[src/rtl/ysyx_23060332_ifu_if.sv]
// IFU bus bundle: memory req/resp port, decode handshake, EXU redirect.
// master = fetch unit side, slave = memory/decode/EXU environment side.
interface ysyx_23060332_ifu_if;
  logic        mem_req_valid;
  logic        mem_req_ready;
  logic [31:0] mem_req_addr;
  logic        mem_resp_valid;
  logic [31:0] mem_resp_data;
  logic        inst_valid;
  logic        inst_ready;
  logic [31:0] inst_o;
  logic [31:0] inst_addr_o;
  logic        jump_en;
  logic [31:0] jump_addr;
  logic        fetch_err;

  modport master (
    output mem_req_valid,
    output mem_req_addr,
    output inst_valid,
    output inst_o,
    output inst_addr_o,
    output fetch_err,
    input  mem_req_ready,
    input  mem_resp_valid,
    input  mem_resp_data,
    input  inst_ready,
    input  jump_en,
    input  jump_addr
  );

  modport slave (
    input  mem_req_valid,
    input  mem_req_addr,
    input  inst_valid,
    input  inst_o,
    input  inst_addr_o,
    input  fetch_err,
    output mem_req_ready,
    output mem_resp_valid,
    output mem_resp_data,
    output inst_ready,
    output jump_en,
    output jump_addr
  );
endinterface

[src/rtl/ysyx_23060332_ifu.sv]
// Instruction fetch unit: PC owner, one fetch in flight, holds inst for decode.
// IFU_MISALIGN_CHECK_EN: misaligned redirect raises sticky fetch_err and halts.
module ysyx_23060332_ifu #(
  parameter logic [31:0] RESET_PC = 32'h8000_0000,
  parameter logic [31:0] NOP_INST = 32'h0000_0013
) (
  input  logic                  clk,
  input  logic                  rst_n,
  ysyx_23060332_ifu_if.master   bus
);

  typedef enum logic [1:0] {
    IDLE,
    REQ,
    WAIT,
    HOLD
  } state_t;

  state_t      state;
  state_t      state_n;
  logic [31:0] pc;
  logic [31:0] pc_n;
  logic [31:0] inst_q;
  logic [31:0] inst_addr_q;
  logic        drop;
  logic        drop_n;
  logic        err;
  logic        err_n;
  logic        cap;
  logic [31:0] jaddr;
  logic        bad;

`ifdef IFU_MISALIGN_CHECK_EN
  always_comb begin
    jaddr = bus.jump_addr;
    bad   = bus.jump_en
          && (bus.jump_addr[1:0] != 2'b00);
  end
`else
  logic unused_low;
  assign unused_low = ^bus.jump_addr[1:0];
  always_comb begin
    jaddr = {bus.jump_addr[31:2], 2'b00};
    bad   = 1'b0;
  end
`endif

  always_comb begin
    state_n = state;
    pc_n    = pc;
    drop_n  = drop;
    err_n   = err;
    cap     = 1'b0;
    if (bad) begin
      err_n   = 1'b1;
      state_n = IDLE;
      pc_n    = jaddr;
      drop_n  = 1'b0;
    end else begin
      unique case (state)
        IDLE: begin
          if (!err) begin
            state_n = REQ;
            if (bus.jump_en) pc_n = jaddr;
          end
        end
        REQ: begin
          if (bus.jump_en) pc_n = jaddr;
          if (bus.mem_req_ready) begin
            state_n = WAIT;
            drop_n  = bus.jump_en;
          end
        end
        WAIT: begin
          if (bus.jump_en) pc_n = jaddr;
          if (bus.mem_resp_valid) begin
            drop_n = 1'b0;
            if (drop || bus.jump_en) begin
              state_n = REQ;
            end else begin
              state_n = HOLD;
              cap     = 1'b1;
            end
          end else if (bus.jump_en) begin
            drop_n = 1'b1;
          end
        end
        HOLD: begin
          if (bus.jump_en) begin
            state_n = REQ;
            pc_n    = jaddr;
          end else if (bus.inst_ready) begin
            state_n = REQ;
            pc_n    = pc + 32'd4;
          end
        end
        default: state_n = IDLE;
      endcase
    end
  end

  always_ff @(posedge clk or negedge rst_n) begin
    if (!rst_n) begin
      state       <= IDLE;
      pc          <= RESET_PC;
      drop        <= 1'b0;
      err         <= 1'b0;
      inst_q      <= NOP_INST;
      inst_addr_q <= RESET_PC;
    end else begin
      state <= state_n;
      pc    <= pc_n;
      drop  <= drop_n;
      err   <= err_n;
      if (cap) begin
        inst_q      <= bus.mem_resp_data;
        inst_addr_q <= pc;
      end
    end
  end

  // Outputs decode registered state only.
  assign bus.mem_req_valid = (state == REQ);
  assign bus.mem_req_addr  = pc;
  assign bus.inst_valid    = (state == HOLD);
  assign bus.inst_o        = (state == HOLD)
                           ? inst_q : NOP_INST;
  assign bus.inst_addr_o   = inst_addr_q;
  assign bus.fetch_err     = err;

endmodule

[src/flat_wrapper.sv]
// flat-port wrapper written by rule: the top's interface ports become plain ports
module ysyx_23060332_ifu_flat 
#(
  parameter logic [31:0] RESET_PC = 32'h8000_0000,
  parameter logic [31:0] NOP_INST = 32'h0000_0013
)
  (clk, rst_n, bus_mem_req_valid, bus_mem_req_addr, bus_inst_valid, bus_inst_o, bus_inst_addr_o, bus_fetch_err, bus_mem_req_ready, bus_mem_resp_valid, bus_mem_resp_data, bus_inst_ready, bus_jump_en, bus_jump_addr);
  ysyx_23060332_ifu_if bus_i ();
  input  logic clk;
  input  logic rst_n;
  output wire logic [$bits(bus_i.mem_req_valid)-1:0] bus_mem_req_valid;
  output wire logic [$bits(bus_i.mem_req_addr)-1:0] bus_mem_req_addr;
  output wire logic [$bits(bus_i.inst_valid)-1:0] bus_inst_valid;
  output wire logic [$bits(bus_i.inst_o)-1:0] bus_inst_o;
  output wire logic [$bits(bus_i.inst_addr_o)-1:0] bus_inst_addr_o;
  output wire logic [$bits(bus_i.fetch_err)-1:0] bus_fetch_err;
  input wire logic [$bits(bus_i.mem_req_ready)-1:0] bus_mem_req_ready;
  input wire logic [$bits(bus_i.mem_resp_valid)-1:0] bus_mem_resp_valid;
  input wire logic [$bits(bus_i.mem_resp_data)-1:0] bus_mem_resp_data;
  input wire logic [$bits(bus_i.inst_ready)-1:0] bus_inst_ready;
  input wire logic [$bits(bus_i.jump_en)-1:0] bus_jump_en;
  input wire logic [$bits(bus_i.jump_addr)-1:0] bus_jump_addr;
  assign bus_mem_req_valid = bus_i.mem_req_valid;
  assign bus_mem_req_addr = bus_i.mem_req_addr;
  assign bus_inst_valid = bus_i.inst_valid;
  assign bus_inst_o = bus_i.inst_o;
  assign bus_inst_addr_o = bus_i.inst_addr_o;
  assign bus_fetch_err = bus_i.fetch_err;
  assign bus_i.mem_req_ready = bus_mem_req_ready;
  assign bus_i.mem_resp_valid = bus_mem_resp_valid;
  assign bus_i.mem_resp_data = bus_mem_resp_data;
  assign bus_i.inst_ready = bus_inst_ready;
  assign bus_i.jump_en = bus_jump_en;
  assign bus_i.jump_addr = bus_jump_addr;
  ysyx_23060332_ifu #(.RESET_PC(RESET_PC), .NOP_INST(NOP_INST)) u_core (.clk(clk), .rst_n(rst_n), .bus(bus_i));
endmodule
[config.mk]
export PLATFORM = sky130hd
export DESIGN_NAME = ysyx_23060332_ifu_flat
export DESIGN_NICKNAME = d
export VERILOG_FILES = /design/src/rtl/ysyx_23060332_ifu_if.sv /design/src/rtl/ysyx_23060332_ifu.sv /design/src/flat_wrapper.sv
export SDC_FILE = /design/constraint.sdc
export NUM_CORES = 1
export LEC_CHECK = 0
export ABC_AREA = 1
export CORE_MARGIN = 5
export CORE_UTILIZATION = 25
export DETAILED_ROUTE_END_ITERATION = 12
export GPL_TIMING_DRIVEN = 1
export PLACE_DENSITY = 0.56
export SYNTH_ARGS = -nofsm -noshare
export SYNTH_HDL_FRONTEND = slang
export SYNTH_SLANG_ARGS = --single-unit
[constraint.sdc]
create_clock -name clk -period 1.6 [get_ports clk]
set_clock_uncertainty 0.05 [all_clocks]
set_input_delay 0.32 -clock clk [delete_from_list [all_inputs] [get_ports clk]]
set_output_delay 0.32 -clock clk [all_outputs]
set_load 0.005 [all_outputs]
**Word-level counts from Yosys, hierarchy flattened**

Cells that the tools add are included.

- Flip-flop bits (word level): 99
- Bits in latches: 0
- Memory bits (writable): 0
- ROM bits: 0
- Input port bits: 70
- Output and inout port bits: 99
- Logic and storage cells: 39
- Memories kept: 0

- $add $sub $neg: 1
- Multiply operators: 0
- Divide/modulo/power cells: 0
- $lt $le $gt $ge: 0
- Equality and inequality tests: 8
- Shift-type cells: 0
- Mux-type cells: 18
- Bitwise logic cells: 0
- Reductions and logical operators: 7

Operators with widths:

| kind | number |
|---|---|
| $mux W32 | 4 |
| $pmux W32 S2 | 1 |
| $add A32 B3 Y32 const B | 1 |
| $mux W2 | 5 |
| $pmux W2 S4 | 1 |
| $mux W1 | 6 |
| $reduce_and A3 Y1 | 2 |
| $eq A2 B2 Y1 const B | 2 |
| $ne A2 B1 Y1 const B | 2 |
| $ne A3 B1 Y1 const B | 1 |
| $ne A3 B3 Y1 const B | 1 |
| $reduce_or A3 Y1 | 1 |
| $eq A2 B1 Y1 const B | 1 |
| $logic_not A2 Y1 | 1 |
| $ne A2 B2 Y1 const B | 1 |
| $pmux W1 S2 | 1 |
| $reduce_and A2 Y1 | 1 |
| $reduce_bool A2 Y1 | 1 |
| $logic_or A1 B1 Y1 | 1 |

**Depth between registers and ports, before layout**

Gate-level depths: netlist (run 1).

- Depth after elaboration: 4
- Mapped depth: 10
- Gate-level depth less buffers: 10

**Least setup slack after synthesis (run 1)**

Ideal clock, no wire load.

- Path type: register to output
- Start: register u_core.state[0]
- End: output port bus_inst_o[0]
- Arrival: 1.278 ns
- Data required time: 1.230 ns
- Slack: -0.048 ns
- Cell stages (with the launch flop): 5
- Buffers on the path: 1
- Cells stage by stage: dfrtp_1 -> ha_1 -> clkbuf_1 -> inv_1 -> or2_2

- Longest elaborated chain between the ends: 2

Ends and longest elaborated chain:

| item | line | source |
|---|---|---|
| start, declared | ysyx_23060332_ifu.sv:19 | `state_t state;` |
| start signal, assigned | ysyx_23060332_ifu.sv:111 | `state <= state_n;` |
| $eq A2 B2 Y1 | n/a |  |
| net bus_inst_valid | flat_wrapper.sv:13 | `output wire logic [$bits(bus_i.inst_valid)-1:0] bus_inst_valid;` |
| $mux W32 | ysyx_23060332_ifu.sv:127 | `? inst_q : NOP_INST;` |
| end, declared | flat_wrapper.sv:14 | `output wire logic [$bits(bus_i.inst_o)-1:0] bus_inst_o;` |

The timed path passes the listed nets, and every way through them passes these cells.

**Worst setup path in the final report (run 1)**

- Start: register u_core.state[0]
- End: output port bus_inst_o[3]

- Longest elaborated chain between the ends: 2

Ends and longest elaborated chain:

| item | line | source |
|---|---|---|
| $eq A2 B2 Y1 | ysyx_23060332_ifu.sv:126 | `assign bus.inst_o = (state == HOLD)` |
| $mux W32 | ysyx_23060332_ifu.sv:127 |  |

No other way between the ends.

==> out/metrics.csv, run 1 <==
metric,value,unit
detail-route-antenna-nets,0,
synth-seq-cells,95,
grt_first_pass_wirelength,30.2,mm
cts_buffer_depth,2,
layout_setup_ws,-0.328,ns
p_seq_frac,0.325,
final_max_slew_viol_count,0,
largest_vdd_supply_drop,0.590,mV
design.core.area,20200,um^2
worst_hold_slack,0.376,ns
antenna_cells,0,
grt_setup_unrepaired,true,
wl_per_cell,16.7,um
hpwl,13.2,mm
post_synth.cell_area_avg,7.71,um^2
drt-initial-drc-count,212,
cell_internal_power_dissipation,8.05,mW
numPlacedInstances,1123,
fin_crit_sh,1.20,
static-leakage-power,4.72,nW
synth_seq_area_share,0.467,
timing.final.hold_violations,0,
io_buffers,161,
first_global_vias,5335,
synthArstFlopShare,1.00,
synth_flop_cell,sky130_fd_sc_hd__dfrtp_1,
grt_remaining_overflow,0,
clock.fmax,519,MHz
grt.total_usage,0.164,
setup_viol_count_final,127,
violations,negative setup slack,
mostFrequentLayoutCell,sky130_fd_sc_hd__nand2_1,
start_util,0.253,
pwr-share-clk,0.177,
critPathCaptureType,primary output,
critical_path_at,1.56,ns
worst-setup-path-type,reg2out,
finalCriticalPeriod,1.93,ns
fin_tns_setup,-20.70,ns
layout.cells.most_common_list,"sky130_fd_sc_hd__nand2_1 (166), sky130_fd_sc_hd__dfrtp_1 (77), sky130_fd_sc_hd__buf_4 (67)",
cts.htree.levels,3,
cts.root.buffer_cell,sky130_fd_sc_hd__clkbuf_16,
netlist_area,5100,um^2
insertion_delay,0.36,ns
drt_wl_total,20.1,mm
place.gp.congestion,0.886,
timing.critical_path.from_type,register,
syn_inst,662,
seq_area,2400,um^2
drive_gt1_frac,0.396,
fillers,1973,
worst_hold_path_type,in2async,
dieWidth,153,um
status,finished with violations,
yosysUniqueCellTypes,29,
largest_fanout_on_the_critical_path,7,
largest_net_degree_at_the_start_of_global_routing,41,
synth_edf_count,0,
cts_num_sinks,95,
die_area,23400,um^2
switching_share,0.368,
instances_no_fill,1204,
postLayoutCoreUtil,0.458,
sw_power,4.68,mW
synthesis.yosys.warnings,0,
cts_made_buffers,9,
flow.area_growth_from_synthesis,80.9,%
cts_tree,yes,
nets,1004,
placement.cell_area,7450,um^2
worst_ep_required_time,1.23,ns
stdcell_area,9230,um^2
power_density,1380,nW/um^2
fp-row-count,52,
clkTransAtPathRegs,0.07,ns
die_y,153,um
area_of_combinational_cells_with_multiple_inputs,2880,um^2
max-cap-violations,0,
detailedPlace.worstSlack,-0.349,ns
remaining_drc_errors,0,
vias,5330,
drt-vias-per-instance,4.43,
ios,169,
total_power,12.7,mW
detail_route.first_pass.iterations,4,
combPwrFrac,0.497,
number_of_antenna_violations_at_the_first_check_in_global_routing,0,
## kinds of logic (layout without fill, tap and decap cells)
group | after synthesis | count (layout) | synth area share
AO/OA/AOI/OAI | 72 | 72 | 0.0733
XOR/XNOR | 2 | 2 | 0.00343
adder cells (fa/ha/maj) | 5 | 5 | 0.0123
buffers and inverters | 110 | 378 | 0.0890
flip-flops | 95 | 95 | 0.467
multiplexers | 34 | 34 | 0.0750
other | 1 | 5 | 0.000735
AND/OR/NAND/NOR | 343 | 343 | 0.279
## power groups by stage
stage          sequential [mW]  combinational [mW]  clock, mW
2_1_floorplan             4.10                1.94          0
3_3_place_gp              4.18                4.77          0
3_5_place_dp              4.21                4.82          0
4_1_cts                   4.10                6.11       2.31
5_1_grt                   4.26                6.90       2.41
6_report                  4.14                6.33       2.25
## repair_timing
action,4_1_cts,5_1_grt
hold buffers,1,0
cloned,13,6
setup endpoints to repair,149,139
hold endpoints to repair,18,0
setup buffers,52,5
pin swaps,63,28
gates resized for setup,372,131
## metal layers
layer  share of wire  up-vias  track usage
met5               0        -            0
met4           0.015        0       0.0445
met3           0.064       23       0.0475
met2            0.49      198        0.272
met1            0.43     2507        0.211
li1                -     2602            -
## area by class of cell
class,count,area share
Sequential cell,95,0.260
Tap cell,270,0.0366
Timing Repair Buffer,281,0.325
Clock buffer,11,0.0263
Clock inverter,5,0.00610
Inverter,81,0.0348
Multi-Input combinational cell,461,0.312
## worst paths after layout
| path | start | end | slack, ns | cells past startpoint |
|---|---|---|---|---|
| setup / recovery | u_core.state[0]$_DFFE_PN0P_ | bus_inst_o[3] | -0.33 | 7 |
| hold / removal | rst_n | u_core.inst_q[8]$_DFFE_PN0P_ | 0.38 | 2 |
| setup reg to reg | u_core.state[0]$_DFFE_PN0P_ | u_core.bus.mem_req_addr[12]$_DFFE_PN0P_ | -0.29 | 13 |
| hold reg to reg | u_core.bus.inst_addr_o[24]$_DFFE_PN0P_ | u_core.bus.inst_addr_o[24]$_DFFE_PN0P_ | 0.43 | 2 |
| max in group asynchronous | rst_n | u_core.bus.mem_req_addr[31]$_DFFE_PN1P_ | 0.54 | 3 |
| min in group clk | u_core.bus.inst_addr_o[24]$_DFFE_PN0P_ | u_core.bus.inst_addr_o[24]$_DFFE_PN0P_ | 0.43 | 2 |
## critical path, cell delays in order, from the launching register on
cell and delay, ns:
sky130_fd_sc_hd__dfrtp_1 0.41, sky130_fd_sc_hd__ha_4 0.18, sky130_fd_sc_hd__buf_12 0.13, sky130_fd_sc_hd__buf_12 0.14, sky130_fd_sc_hd__buf_16 0.15, sky130_fd_sc_hd__nand2_2 0.05
sky130_fd_sc_hd__inv_1 0.03, sky130_fd_sc_hd__buf_2 0.11
## synthesized netlist by cell type, types with 2 or more instances
cell type                  instances  area, um^2
sky130_fd_sc_hd__nand2_1         202         758
sky130_fd_sc_hd__nor2_4            4        45.0
sky130_fd_sc_hd__ha_1              5        62.6
sky130_fd_sc_hd__o21ai_1           4        20.0
sky130_fd_sc_hd__or2_2             5        31.3
sky130_fd_sc_hd__nor2_1           79         297
sky130_fd_sc_hd__inv_2             2        7.51
sky130_fd_sc_hd__mux2_1            3        33.8
sky130_fd_sc_hd__a21oi_1           9        45.0
sky130_fd_sc_hd__o21ai_0          51         255
sky130_fd_sc_hd__mux2_2           31         349
sky130_fd_sc_hd__inv_1            79         297
sky130_fd_sc_hd__nand4_1           2        12.5
sky130_fd_sc_hd__o22ai_1           4        25.0
sky130_fd_sc_hd__nand2_2           4        25.0
sky130_fd_sc_hd__nand3b_1          2        15.0
sky130_fd_sc_hd__dfstp_2           5         131
sky130_fd_sc_hd__buf_4             6        45.0
sky130_fd_sc_hd__buf_2            15        75.1
sky130_fd_sc_hd__a22oi_1           2        15.0
sky130_fd_sc_hd__dfrtp_1          90        2250
sky130_fd_sc_hd__xor2_1            2        17.5
sky130_fd_sc_hd__nor2_2            9        56.3
sky130_fd_sc_hd__nand3_1          35         175
sky130_fd_sc_hd__clkbuf_1          8        30.0
## sequential cells by signal (all words and copies together) (netlist names)
register,count
u_core.state,2
u_core.drop,1
u_core.inst_q,32
u_core.bus.mem_req_addr,30
u_core.bus.inst_addr_o,30
Note: power is estimated with default switching activity, not from simulation.
==> run 2: changes to the inputs <==
Settings changed: PLACE_DENSITY 0.56 to 0.48, REMOVE_ABC_BUFFERS set to 1.
==> out/metrics.csv, run 2 (synthesized netlist as in run 1, its figures left out) <==
metric,value,unit
p_seq_frac,0.313,
cts_num_sinks,95,
detail_route.first_pass.iterations,4,
placement.cell_area,7470,um^2
cts_made_buffers,9,
place.gp.congestion,0.844,
layout.cells.most_common_list,"sky130_fd_sc_hd__nand2_1 (155), sky130_fd_sc_hd__dfrtp_1 (81), sky130_fd_sc_hd__clkdlybuf4s50_1 (70), sky130_fd_sc_hd__buf_4 (70), sky130_fd_sc_hd__inv_1 (56)",
critical-path-slowest-cell,sky130_fd_sc_hd__dfrtp_1,
number_of_antenna_violations_at_the_first_check_in_global_routing,0,
start_util,0.253,
ios,169,
die_area,23400,um^2
power_density,1400,nW/um^2
die_y,153,um
timing.final.hold_violations,0,
crit_family,buffers and inverters,
dieWidth,153,um
grt_remaining_overflow,0,
violations,negative setup slack,
cts_buffer_depth,2,
worst-setup-path-type,reg2out,
fp-row-count,52,
largest_fanout_on_the_critical_path,8,
cts_tree,yes,
r2r_cells,9,
static-leakage-power,4.85,nW
insertion_delay,0.35,ns
fin_crit_sh,1.19,
layout_setup_ws,-0.309,ns
flip_flop_count_of_the_largest_register_all_copies_and_words_added,32,
nets,1010,
number_of_buffers_and_inverters_on_the_critical_path,4,
grt_setup_unrepaired,true,
setup_viol_count_final,129,
final_max_slew_viol_count,0,
path_depth,6,
wl_per_cell,17.0,um
antenna_cells,0,
worst_hold_path_type,in2reg,
first_global_vias,5247,
timing.critical_path.from_type,register,
critical_path_at,1.54,ns
drt-vias-per-instance,4.45,
max-cap-violations,0,
stdcell_area,9460,um^2
remaining_drc_errors,0,
combPwrFrac,0.505,
sw_power,4.76,mW
detail-route-antenna-nets,0,
worst_hold_slack,0.370,ns
switching_share,0.360,
clock.fmax,524,MHz
cell_internal_power_dissipation,8.47,mW
grt.total_usage,0.164,
fin_tns_setup,-25.61,ns
critPathMostFrequentCell,sky130_fd_sc_hd__buf_6,
flow.area_growth_from_synthesis,85.3,%
postLayoutCoreUtil,0.469,
largest_vdd_supply_drop,0.549,mV
cts.htree.levels,3,
clkTransAtPathRegs,0.07,ns
critPathCaptureType,primary output,
cp_cell_sequence,ha_4 -> buf_12 -> buf_6 -> inv_4 -> or2_4 -> buf_6,
cts.root.buffer_cell,sky130_fd_sc_hd__clkbuf_16,
design.core.area,20200,um^2
drt_wl_total,20.6,mm
hold_path_depth,3,
drt-initial-drc-count,250,
io_buffers,161,
pwr-share-clk,0.182,
vias,5381,
largest_net_degree_at_the_start_of_global_routing,33,
drive_gt1_frac,0.420,
crit_path_max_incr_delay,0.39,ns
finalCriticalPeriod,1.91,ns
grt_first_pass_wirelength,30.1,mm
worst_ep_required_time,1.23,ns
hpwl,12.6,mm
mostFrequentLayoutCell,sky130_fd_sc_hd__nand2_1,
status,finished with violations,
max_flop_register,u_core.inst_q,
-- run 2: cell count changes in the layout (fill, tap and decap cells not counted), moves of 5 or more --
cell,before,now
sky130_fd_sc_hd__nor2_2,22,30
sky130_fd_sc_hd__buf_2,18,11
sky130_fd_sc_hd__nand2_1,166,155
sky130_fd_sc_hd__o21ai_2,13,27
sky130_fd_sc_hd__nand2_2,20,30
sky130_fd_sc_hd__nand3_1,28,33
sky130_fd_sc_hd__dlygate4sd2_1,50,43
sky130_fd_sc_hd__o21ai_1,28,17
-- run 2: per-layer routing --
layer,vias up,part of all wire,global-route usage
met5,-,0,0
met4,0,0.021,0.0526
met3,25,0.047,0.0319
met2,167,0.49,0.270
met1,2563,0.44,0.219
li1,2626,-,-
-- run 2: final timing paths --
check                                                        from  slack, ns                                     end
min in group asynchronous                                   rst_n       0.38             u_core.state[1]$_DFFE_PN0P_
max                                   u_core.state[1]$_DFFE_PN0P_      -0.31                           bus_inst_o[1]
min reg2reg                u_core.bus.inst_addr_o[31]$_DFFE_PN1P_       0.42  u_core.bus.inst_addr_o[31]$_DFFE_PN1P_
min                                                   bus_jump_en       0.37                 u_core.drop$_DFFE_PN0P_
max in group asynchronous                                   rst_n       0.55  u_core.bus.inst_addr_o[31]$_DFFE_PN1P_
max reg2reg                           u_core.state[0]$_DFFE_PN0P_      -0.29           u_core.inst_q[11]$_DFFE_PN0P_
-- run 2: metrics by stage --
step / total power, mW / std cells / worst slack, ns
finish: 13.2 / 1210 / -0.309
floorplan: 5.97 / 637 / -0.845
detailed placement: 9.03 / 1124 / -0.294
CTS: 12.5 / 1189 / -0.331
global placement: 9.00 / 1124 / -0.276
global route: 14.1 / 1210 / -0.384
-- run 2: timing repair --
action / in CTS / in global routing
cloned: 14 / 6
hold buffers: 1 / 0
endpoints found under the hold margin: 18 / 0
buffers inserted: 37 / 23
gates resized for setup: 312 / 206
endpoints found under the setup margin: 146 / 144
pin swaps: 35 / 26
-- run 2: area by class of cell --
| type | instances | area (um^2) |
|---|---|---|
| Tap cell | 270 | 338 |
| Timing Repair Buffer | 287 | 3180 |
| Multi-Input combinational cell | 461 | 2900 |
| Sequential cell | 95 | 2390 |
| Fill cell | 1935 | 10700 |
| Clock buffer | 10 | 239 |
| Clock inverter | 6 | 83.8 |
| Inverter | 81 | 327 |
-- run 2: worst register-to-register path, stage by stage, from the launching register on --
cell	delay, ns
sky130_fd_sc_hd__dfrtp_1	0.41
sky130_fd_sc_hd__buf_4	0.15
sky130_fd_sc_hd__buf_6	0.10
sky130_fd_sc_hd__buf_6	0.12
sky130_fd_sc_hd__inv_4	0.05
sky130_fd_sc_hd__ha_4	0.13
sky130_fd_sc_hd__nand3_4	0.12
sky130_fd_sc_hd__buf_12	0.18
sky130_fd_sc_hd__clkbuf_16	0.18
sky130_fd_sc_hd__mux2_2	0.28
-- run 2: power groups by stage --
stage / logic (mW) / registers [mW] / clock network, mW
CTS: 5.93 / 4.05 / 2.47
global route: 7.31 / 4.27 / 2.57
floorplan: 1.87 / 4.10 / 0
finish: 6.69 / 4.14 / 2.40
detailed placement: 4.87 / 4.16 / 0
global placement: 4.86 / 4.14 / 0
